`src/rtl/serial_adder.sv`:
```
// Bit-serial adder/subtractor: captures operands on start, resolves one bit per
// cycle LSB first, and publishes sum/cout/overflow with a one-cycle done pulse.
module serial_adder #(
    parameter int WIDTH = 8
) (
    input  logic             clk,
    input  logic             rst_n,
    input  logic             start,
    input  logic             sub,
    input  logic [WIDTH-1:0] a,
    input  logic [WIDTH-1:0] b,
    input  logic             cin,
    output logic [WIDTH-1:0] sum,
    output logic             cout,
    output logic             overflow,
    output logic             busy,
    output logic             done
);
    localparam int CNT_W = $clog2(WIDTH);

    typedef enum logic [1:0] {
        IDLE = 2'd0,
        ADD  = 2'd1,
        DONE = 2'd2
    } state_t;

    state_t             r_state;
    state_t             w_state_next;
    logic [WIDTH-1:0]   r_a;
    logic [WIDTH-1:0]   r_b;
    logic               r_sub;
    logic               r_carry;
    logic [CNT_W-1:0]   r_cnt;
    logic [WIDTH-1:0]   r_res;
    logic [WIDTH-1:0]   r_sum;
    logic               r_cout;
    logic               r_ovf;

    logic               w_a_bit;
    logic               w_b_bit;
    logic               w_s;
    logic               w_c_next;
    logic               w_last;
    logic               w_capture;
    logic [WIDTH-1:0]   w_res_next;

    // Subtraction is a + ~b + 1: invert b per bit, seed the carry with 1.
    assign w_a_bit   = r_a[r_cnt];
    assign w_b_bit   = r_b[r_cnt] ^ r_sub;
    assign w_s       = w_a_bit ^ w_b_bit ^ r_carry;
    assign w_c_next  = (w_a_bit & w_b_bit) | (w_a_bit & r_carry) | (w_b_bit & r_carry);
    assign w_last    = (r_cnt == CNT_W'(WIDTH - 1));
    assign w_capture = start && ((r_state == IDLE) || (r_state == DONE));

    generate
        for (genvar gi = 0; gi < WIDTH; gi++) begin : g_res_bit
            assign w_res_next[gi] = (r_cnt == CNT_W'(gi)) ? w_s : r_res[gi];
        end
    endgenerate

    always_comb begin
        w_state_next = r_state;
        case (r_state)
            IDLE:    if (start) w_state_next = ADD;
            ADD:     if (w_last) w_state_next = DONE;
            DONE:    w_state_next = start ? ADD : IDLE;
            default: w_state_next = IDLE;
        endcase
    end

    always_ff @(posedge clk) begin
        if (!rst_n) begin
            r_state <= IDLE;
            r_a     <= '0;
            r_b     <= '0;
            r_sub   <= 1'b0;
            r_carry <= 1'b0;
            r_cnt   <= '0;
            r_res   <= '0;
            r_sum   <= '0;
            r_cout  <= 1'b0;
            r_ovf   <= 1'b0;
        end else begin
            r_state <= w_state_next;
            if (w_capture) begin
                r_a     <= a;
                r_b     <= b;
                r_sub   <= sub;
                r_carry <= sub ? 1'b1 : cin;
                r_cnt   <= '0;
                r_res   <= '0;
            end else if (r_state == ADD) begin
                r_carry <= w_c_next;
                r_res   <= w_res_next;
                if (!w_last) begin
                    r_cnt <= r_cnt + 1'b1;
                end else begin
                    // Signed overflow: carry into the MSB differs from carry out of it.
                    r_sum  <= w_res_next;
                    r_cout <= w_c_next;
                    r_ovf  <= r_carry ^ w_c_next;
                end
            end
        end
    end

    assign sum      = r_sum;
    assign cout     = r_cout;
    assign overflow = r_ovf;
    assign busy     = (r_state == ADD);
    assign done     = (r_state == DONE);

endmodule
```
`config.mk`:
```
export PLATFORM = sky130hd
export DESIGN_NAME = serial_adder
export DESIGN_NICKNAME = d
export VERILOG_FILES = /design/src/rtl/serial_adder.sv
export SDC_FILE = /design/constraint.sdc
export NUM_CORES = 1
export LEC_CHECK = 0
export ABC_AREA = 1
export BUFFER_PORTS_ARGS = -buffer_cell sky130_fd_sc_hd__buf_2
export CAP_MARGIN = 15
export CELL_PAD_IN_SITES_DETAIL_PLACEMENT = 0
export CELL_PAD_IN_SITES_GLOBAL_PLACEMENT = 1
export CORE_ASPECT_RATIO = 1.75
export CORE_MARGIN = 1
export CORE_UTILIZATION = 39
export CTS_BUF_LIST = sky130_fd_sc_hd__clkbuf_4
export DETAILED_ROUTE_END_ITERATION = 7
export PLACE_DENSITY_LB_ADDON = 0.1
export SKIP_CTS_REPAIR_TIMING = 1
export SLEW_MARGIN = 20
export SYNTH_ARGS = -nofsm -noshare
export SYNTH_HDL_FRONTEND = slang
export SYNTH_SLANG_ARGS = --single-unit
export TNS_END_PERCENT = 30
```
`constraint.sdc`:
```
create_clock -name clk -period 3.8 [get_ports clk]
set_input_delay 0.38 -clock clk [delete_from_list [all_inputs] [get_ports clk]]
set_output_delay 0.38 -clock clk [all_outputs]
set_load 0.05 [all_outputs]
```
* Word-level counts from Yosys, hierarchy flattened
Index checks and enable logic that the tools add are counted.
Storage, ports and cells: register bits 41, latch bits 0, memory bits (writable) 0, ROM bits 0, logic and storage cells 63, memories kept 0
Operators by class: $add $sub $neg 1, $mul 0, div/mod/pow operators 0, $lt $le $gt $ge 1, equal/unequal tests 11, shift-type cells 0, multiplexer cells 19, bitwise gates (word level) 12, reductions and logical operators 9
Operator list (number):
- two-way mux 1 bit | 14
- equality test 3 bit (second input constant) | 4
- binary-select mux 1 bit (select 3 bit) | 2
- equality test 3 x 2 -> 1 bit (second input constant) | 2
- one-hot mux 2 bit (3 select lines) | 1
- < comparator 3 x 4 -> 1 bit (second input constant) | 1
- two-way mux 2 bit | 2
- AND reduction 2 bit | 2
- bitwise XOR 1 bit | 4
- adder 3 x 1 -> 3 bit (second input constant) | 1
- bitwise AND 1 bit | 3
- equality test 3 x 1 -> 1 bit (second input constant) | 1
- logical NOT 3 bit | 1
- NOT 1 bit | 3
- AND reduction 3 bit | 1
- equality test 2 x 1 -> 1 bit (second input constant) | 1
- equality test 2 bit (second input constant) | 1
- logical NOT 2 bit | 1
- inequality test 2 x 1 -> 1 bit (second input constant) | 1
- inequality test 2 bit (second input constant) | 1
- OR 1 bit | 2
- nonzero test 2 bit | 1
- OR reduction 2 bit | 1
- logical AND 1 bit | 1
- logical OR 1 bit | 1

* Longest topological paths before layout
Gate-level depths: netlist of run 1.
word-level depth 8, mapped depth 13, depth with buffers taken out 11

* Least setup slack after synthesis of run 1
No wires, ideal clock.
path kind flip-flop to flip-flop, start reg r_cnt[0], end reg r_res[2], library setup time 0.115 ns, arrival time 1.869 ns, path slack 1.816 ns, stages on the path, launching flop included 14, buffers on the path 2, clock period less this slack 1.984 ns, cells stage by stage dfxtp_1 buf_6 inv_2 buf_6 nand2_1 nand3_1 nand3_1 nand2_1 nand2_1 nand2_1 fa_1 o21ai_0 o21ai_0 inv_1
On the way: word-level cells in the longest chain between the ends 6, elaborated cells between the ends (all ways) 9, those cells by class eq/ne: 1; mux: 5; bitwise: 3
Ends and longest elaborated chain:
- start: declaration | line 33 | logic [CNT_W-1:0] r_cnt;
- start signal: assignment | line 96 | r_cnt <= r_cnt + 1'b1;
- binary-select mux 1 bit (select 3 bit) | line 49 | assign w_b_bit = r_b[r_cnt] ^ r_sub;
- two-way mux 1 bit (not written as such) | line 49
- bitwise XOR 1 bit | line 49
- bitwise XOR 1 bit (2 in a row) | line 50 | assign w_s = w_a_bit ^ w_b_bit ^ r_carry;
- two-way mux 1 bit (*) | line 57 | assign w_res_next[gi] = (r_cnt == CNT_W'(gi)) ? w_s : r_res[gi];
- end signal: assignment | line 94 | r_res <= w_res_next;
- end: declaration | line 34 | logic [WIDTH-1:0] r_res;
Mark *: on every way between the ends. The rest lies on a longest branch, timed or not. The select of a mux whose other input is x is not followed. A chain may end at the register's enable or synchronous reset.

* Final worst setup path of run 1
start reg r_cnt[0], end reg r_sum[6] (netlist: sum[6])
On the way: word-level cells in the longest chain between the ends 6, elaborated cells between the ends (all ways) 11, those cells by class eq/ne: 2; mux: 5; bitwise: 3; reduce/logical: 1
Ends and longest elaborated chain:
- binary-select mux 1 bit (select 3 bit) | line 49
- two-way mux 1 bit (not written as such) | line 49
- bitwise XOR 1 bit | line 49
- bitwise XOR 1 bit (2 in a row) | line 50
- two-way mux 1 bit | line 57
- end signal: assignment | line 99 | r_sum <= w_res_next;
- end: declaration | line 35 | logic [WIDTH-1:0] r_sum;
Parallel ways exist; a longest one is shown, timed or not. The select of a mux whose other input is x is not followed.

==> results of run 1 <==
-- critical path: cells and delay by family, from the launching register on --
family	cells	cell delay [ns]
fa+ha+maj	1	0.65
compound gates	2	0.33
simple gates	7	0.50
buf+inv	1	0.18
flops	1	0.57
-- state kept, by name, summed over array words and instances (netlist names), 2 cells and up --
register / cells
r_cnt: 3
r_res: 7
r_b: 8
sum: 8
r_state: 2
r_a: 8
-- power by group through the flow --
stage | logic (mW) | clock network, mW | registers, mW
after global placement | 0.139 | 0 | 0.468
after floorplan | 0.109 | 0 | 0.462
after CTS | 0.141 | 0.219 | 0.459
final | 0.137 | 0.210 | 0.458
after detailed placement | 0.141 | 0 | 0.469
after global routing | 0.159 | 0.235 | 0.462
-- final timing paths --
check	end	cells past startpoint	slack [ns]
setup / recovery	sum[6]$_SDFFE_PN0P_	11	1.43
hold / removal	r_a[4]$_SDFFE_PN0P_	3	0.28
setup reg to reg	sum[6]$_SDFFE_PN0P_	11	1.43
hold reg to reg	r_b[6]$_SDFFE_PN0P_	2	0.47
-- layout by cell type, fill, tap and decap left out --
cell type / n
nor2_2: 1
buf_2: 32
o21ai_1: 5
clkinv_2: 1
nand2_4: 1
a21oi_1: 22
o211ai_1: 2
nand3_1: 13
nand2_2: 3
o21ai_0: 40
clkbuf_4: 6
inv_2: 2
xor2_1: 1
fa_1: 1
inv_4: 1
nor2_4: 1
nor3_1: 2
nand2_1: 24
ha_1: 6
nor2_1: 38
inv_1: 23
dfxtp_1: 40
-- per-stage QoR --
stage / setup WS, ns / cells
final: 1.43 / 316
after floorplan: 1.82 / 236
after CTS: 1.40 / 316
after global routing: 1.18 / 316
after global placement: 1.51 / 309
after detailed placement: 1.40 / 309
-- logic make-up after synthesis --
logic type               count (synthesis)  synth area share [%]
adder cells (fa/ha/maj)                  7                  5.32
AO/OA/AOI/OAI                           69                  19.6
flip-flops                              40                  44.8
buffers and inverters                   36                  9.94
AND/OR/NAND/NOR                         83                  19.9
XOR/XNOR                                 1                 0.490
-- Yosys cell counts, types with 2 or more instances --
| cell | number | area, µm² |
|---|---|---|
| ha_1 | 6 | 75.1 |
| nor2_1 | 38 | 143 |
| inv_2 | 2 | 7.51 |
| nand2_2 | 3 | 18.8 |
| o21ai_1 | 5 | 25.0 |
| buf_6 | 4 | 45.0 |
| o211ai_1 | 2 | 15.0 |
| a21oi_1 | 22 | 110 |
| buf_2 | 5 | 25.0 |
| nor3_1 | 2 | 10.0 |
| nand2_1 | 24 | 90.1 |
| inv_1 | 23 | 86.3 |
| nand3_1 | 13 | 65.1 |
| dfxtp_1 | 40 | 801 |
| o21ai_0 | 40 | 200 |
-- layout make-up --
cell class                 count  area [µm²]
fill                         515        2420
multi-input combinational    160         810
sequential                    40         801
timing repair buffer          32         160
inverter                      26         100
tap                           51        63.8
clock buffer                   6        45.0
clock inverter                 1        5.00
-- per-layer routing --
metal	track usage [%]	wire length, µm	up-vias	share of wire (%)
met5	0	0	-	0
met1	21.4	1770	689	42
met2	33.6	2160	28	52
met3	4.36	125	9	3.0
met4	8.99	104	0	2.5
li1	-	-	825	-
==> results.toml, run 1 <==
[power_and_ir_drop]
internal_power_mw = 0.566
total_power_mw = 0.806
p_seq_share_pct = 56.9
power_frac_clock_pct = 26.1
pwr-share-comb_pct = 17.1
pwr_density_cell_nw_per_um2 = 406
power_leakage_nw = 0.930
switching_share_pct = 29.8
ir_drop_mv = 0.243
p_sw_mw = 0.240

[sta]
fmax_mhz = 422
finalSetupViolCount = 0
hold_viol_final = 0
fin_crit_ns = 2.37
fin_crit_sh_pct = 62.4
max_slew_margin_pct = 67.2
fin_tns_setup_ns = 0
tightest_slew_ns = 0.490
rsz0062_at_grt = "no"
clock_skew_ns = 0.00980
maxSlewViolCount = 0
whs_ns = 0.277

[global_routing]
grt_pass1_vias = 1500
grt_first_pass_wirelength_um = 6830
grt_overflow = 0
grtUsageTotal_pct = 19.5
grt_max_degree = 32
antenna_found_initial = 0

[cts]
clk_latency_ns = 0.35
cts-htree-levels = 2
clk_pin_slew_worst_paths_ns = 0.12
clock-sinks = 40
cts_max_path_buffers = 2
cts-root-buf = "clkbuf_4"
cts_tree = "done"
numCtsBuffers = 5

[worst_hold_path]
holdCritStartpoint = "a[4]"
hold_path_class = "in2reg"

[synthesis]
synthFlopType = "dfxtp_1"
netlist_instances = 236
synth-edff-count = 0
netlist_area_um2 = 1790
ys_warn_count = 0
synth.net_count = 264
ys_ff_latch = 40
synth_cell_types = 22
ys_seq_area_share_pct = 44.8
async_reset_ff_share_pct = 0
syn_avg_cell_area_um2 = 7.58

[worst_setup_path]
cp.arrival_ns = 2.61
crit_type = "reg2reg"
r2r-start = "r_cnt[0]$_SDFFE_PP0N_"
crit_path_frequent_cell = "nand2_1"
crit_path_start_kind = "flop"
end_kind = "flop"
required_ns = 4.04
crit_slowest_cell = "fa_1"
path_max_fanout = 12
critPathLaunch = "r_cnt[0]$_SDFFE_PP0N_"
cp_cell_sequence = "inv_2 > nand2_1 > nand3_1 > nand3_1 > nand2_1 > nand2_1 > nand2_1 > fa_1 > nor2_1 > a21oi_1 > o21ai_1"
slowest_delay_ns = 0.65

[die]
core_um2 = 4400
die_h_um = 91.6
start_util_pct = 40.6
die-area_um2 = 4870
ios = 33
row_count = 32
fp.dieW_um = 53.2

[routing]
drtPass1Iterations = 6
viasPerCell = 4.91
drt_iter0_drc = 34
vias = 1551
wl_per_cell_um = 13.2
drc = 0
ant_nets = 0
routed_wl_um = 4160

[cells_and_area]
fin_nets = 293
layout-drive-gt1-share_pct = 18.1
final_core_util_pct = 45.1
finish.instance_area_um2 = 1980
antenna_cells = 0
area_growth_pct = 11.0

[placement]
place_area_um2 = 1930
io_buffers = 32
place.gp.congestion = 0.815
dp_hpwl_um = 3030

[run]
cap_violations = 0

[status]
status = "completed"
No activity file was read; power rests on OpenSTA's default activity.
==> run 2, diff against run 1 <==
==> constraint.sdc (replaced) <==
create_clock -name clk -period 2.5 [get_ports clk]
set_input_delay 0.25 -clock clk [delete_from_list [all_inputs] [get_ports clk]]
set_output_delay 0.25 -clock clk [all_outputs]
set_load 0.05 [all_outputs]
==> run 2 against run 1 <==
- design area up 2.6%
- hold slack worse by 0.14 ns
- largest power group unchanged
- sequential cell count unchanged
- die area stayed put
==> results.toml, run 2 (synthesis results as in run 1) <==
[cts]
clock-sinks = 40
clk_pin_slew_worst_paths_ns = 0.12
numCtsBuffers = 5
cts-htree-levels = 2
clk_latency_ns = 0.35
cts-root-buf = "clkbuf_4"
cts_tree = "done"
cts_max_path_buffers = 2

[worst_setup_path]
rr_endpoint = "r_res[2]$_SDFFE_PP0P_"
r2r_cells = 11
path_max_fanout = 12
end_kind = "flop"
critPathTopFamily = "adder cells"
cp.arrival_ns = 2.49
r2r-start = "r_cnt[0]$_SDFFE_PP0N_"
crit_path_frequent_cell = "nand2_1"
r2r_setup_slack_ns = 0.26
path_buf_inv = 2
crit_type = "reg2reg"
crit_slowest_cell = "fa_1"
required_ns = 2.75
crit_path_start_kind = "flop"
cp_cell_sequence = "inv_2 > nand2_1 > nand3_1 > nand3_1 > nand2_1 > nand2_1 > nand2_1 > fa_1 > o21ai_0 > o21ai_0 > inv_1"
slowest_delay_ns = 0.65

[worst_hold_path]
hold_path_class = "in2reg"
hold_depth = 3
holdCritStartpoint = "a[6]"
min_to = "r_a[6]$_SDFFE_PN0P_"

[routing]
vias = 1547
viasPerCell = 4.83
drt_iter0_drc = 19
ant_nets = 0
wl_per_cell_um = 13.0
routed_wl_um = 4170
drc = 0
drtPass1Iterations = 4

[cells_and_area]
fin_nets = 296
fillCellCount = 491
most-common-layout-cells = "o21ai_0, dfxtp_1, nor2_1, buf_2, nand2_1"
antenna_cells = 0
layout-drive-gt1-share_pct = 19.3
final_core_util_pct = 46.3
area_growth_pct = 13.9
instances_no_fill = 320

[sta]
whs_ns = 0.137
max_slew_margin_pct = 67.7
fmax_mhz = 447
clock_skew_ns = 0.00840
finalSetupViolCount = 0
hold_viol_final = 0
fin_tns_setup_ns = 0
maxSlewViolCount = 0
fin_crit_ns = 2.24
rsz0062_at_grt = "no"
tightest_slew_ns = 0.484
fin_crit_sh_pct = 89.5

[placement]
place.gp.congestion = 0.818
io_buffers = 32
dp.cells = 312
dp_hpwl_um = 3120

[die]
core_um2 = 4400
die-area_um2 = 4870
fp.dieW_um = 53.2
die_h_um = 91.6
ios = 33
row_count = 32
start_util_pct = 40.6

[global_routing]
grt_max_degree = 30
grt_overflow = 0
grt_first_pass_wirelength_um = 6690
antenna_found_initial = 0
grt_pass1_vias = 1447
grtUsageTotal_pct = 19.1

[power_and_ir_drop]
ir_drop_mv = 0.424
pwr_density_cell_nw_per_um2 = 661
power_leakage_nw = 0.960

[run]
cap_violations = 0

[status]
status = "completed"
[run 2: final cells by class]
cell class	instances	area (µm²)	share of cell area (%)
flip-flops and latches	40	801	39.3
repair buffers	35	183	8.97
clock inverters	2	35.0	1.72
well taps	51	63.8	3.13
clock buffers	6	45.0	2.21
inverters	26	100	4.91
multi-input cells	160	810	39.7
[run 2: where the power goes]
group          total (mW)  switching [mW]  internal [mW]
Combinational       0.218           0.142         0.0760
Sequential          0.693          0.0203          0.673
Clock               0.436           0.215          0.221
Total                1.35           0.378          0.970
[run 2: how the worst max path moves through the flow]
stage	from	endpoint	slack, ns	depth (start not counted)
5_1_grt	r_cnt[0]$_SDFFE_PP0N_	r_res[2]$_SDFFE_PP0P_	0.05	11
3_3_place_gp	r_cnt[0]$_SDFFE_PP0N_	sum[6]$_SDFFE_PN0P_	0.28	11
4_1_cts	r_cnt[0]$_SDFFE_PP0N_	sum[6]$_SDFFE_PN0P_	0.25	11
3_5_place_dp	r_cnt[0]$_SDFFE_PP0N_	sum[6]$_SDFFE_PN0P_	0.27	11
6_report	r_cnt[0]$_SDFFE_PP0N_	r_res[2]$_SDFFE_PP0P_	0.26	11
2_1_floorplan	r_cnt[0]$_SDFFE_PP0N_	r_res[2]$_SDFFE_PP0P_	0.52	13
[run 2: worst register-to-register path: cells and delay by family (launching register included)]
kind | cells | cell delay, ns
AOI/OAI and AO/OA | 2 | 0.38
adders and majority gates | 1 | 0.65
and+or+nand+nor | 6 | 0.42
DFF | 1 | 0.47
buffers and inverters | 2 | 0.22
[run 2: per-layer routing]
metal	part of all wire, %	global-route usage (%)	vias to the layer above
li1	-	-	826
met1	42	20.1	695
met2	54	34.5	20
met3	2.7	3.52	6
met4	2.1	8.55	0
met5	0	0	-
[run 2: stage by stage]
step / power, mW / cell area [µm²] / worst slack (ns)
4_1_cts: 1.37 / 2040 / 0.249
6_report: 1.35 / 2040 / 0.263
2_1_floorplan: 0.868 / 1790 / 0.516
5_1_grt: 1.42 / 2040 / 0.0455
3_5_place_dp: 0.930 / 1960 / 0.273
3_3_place_gp: 0.930 / 1960 / 0.281
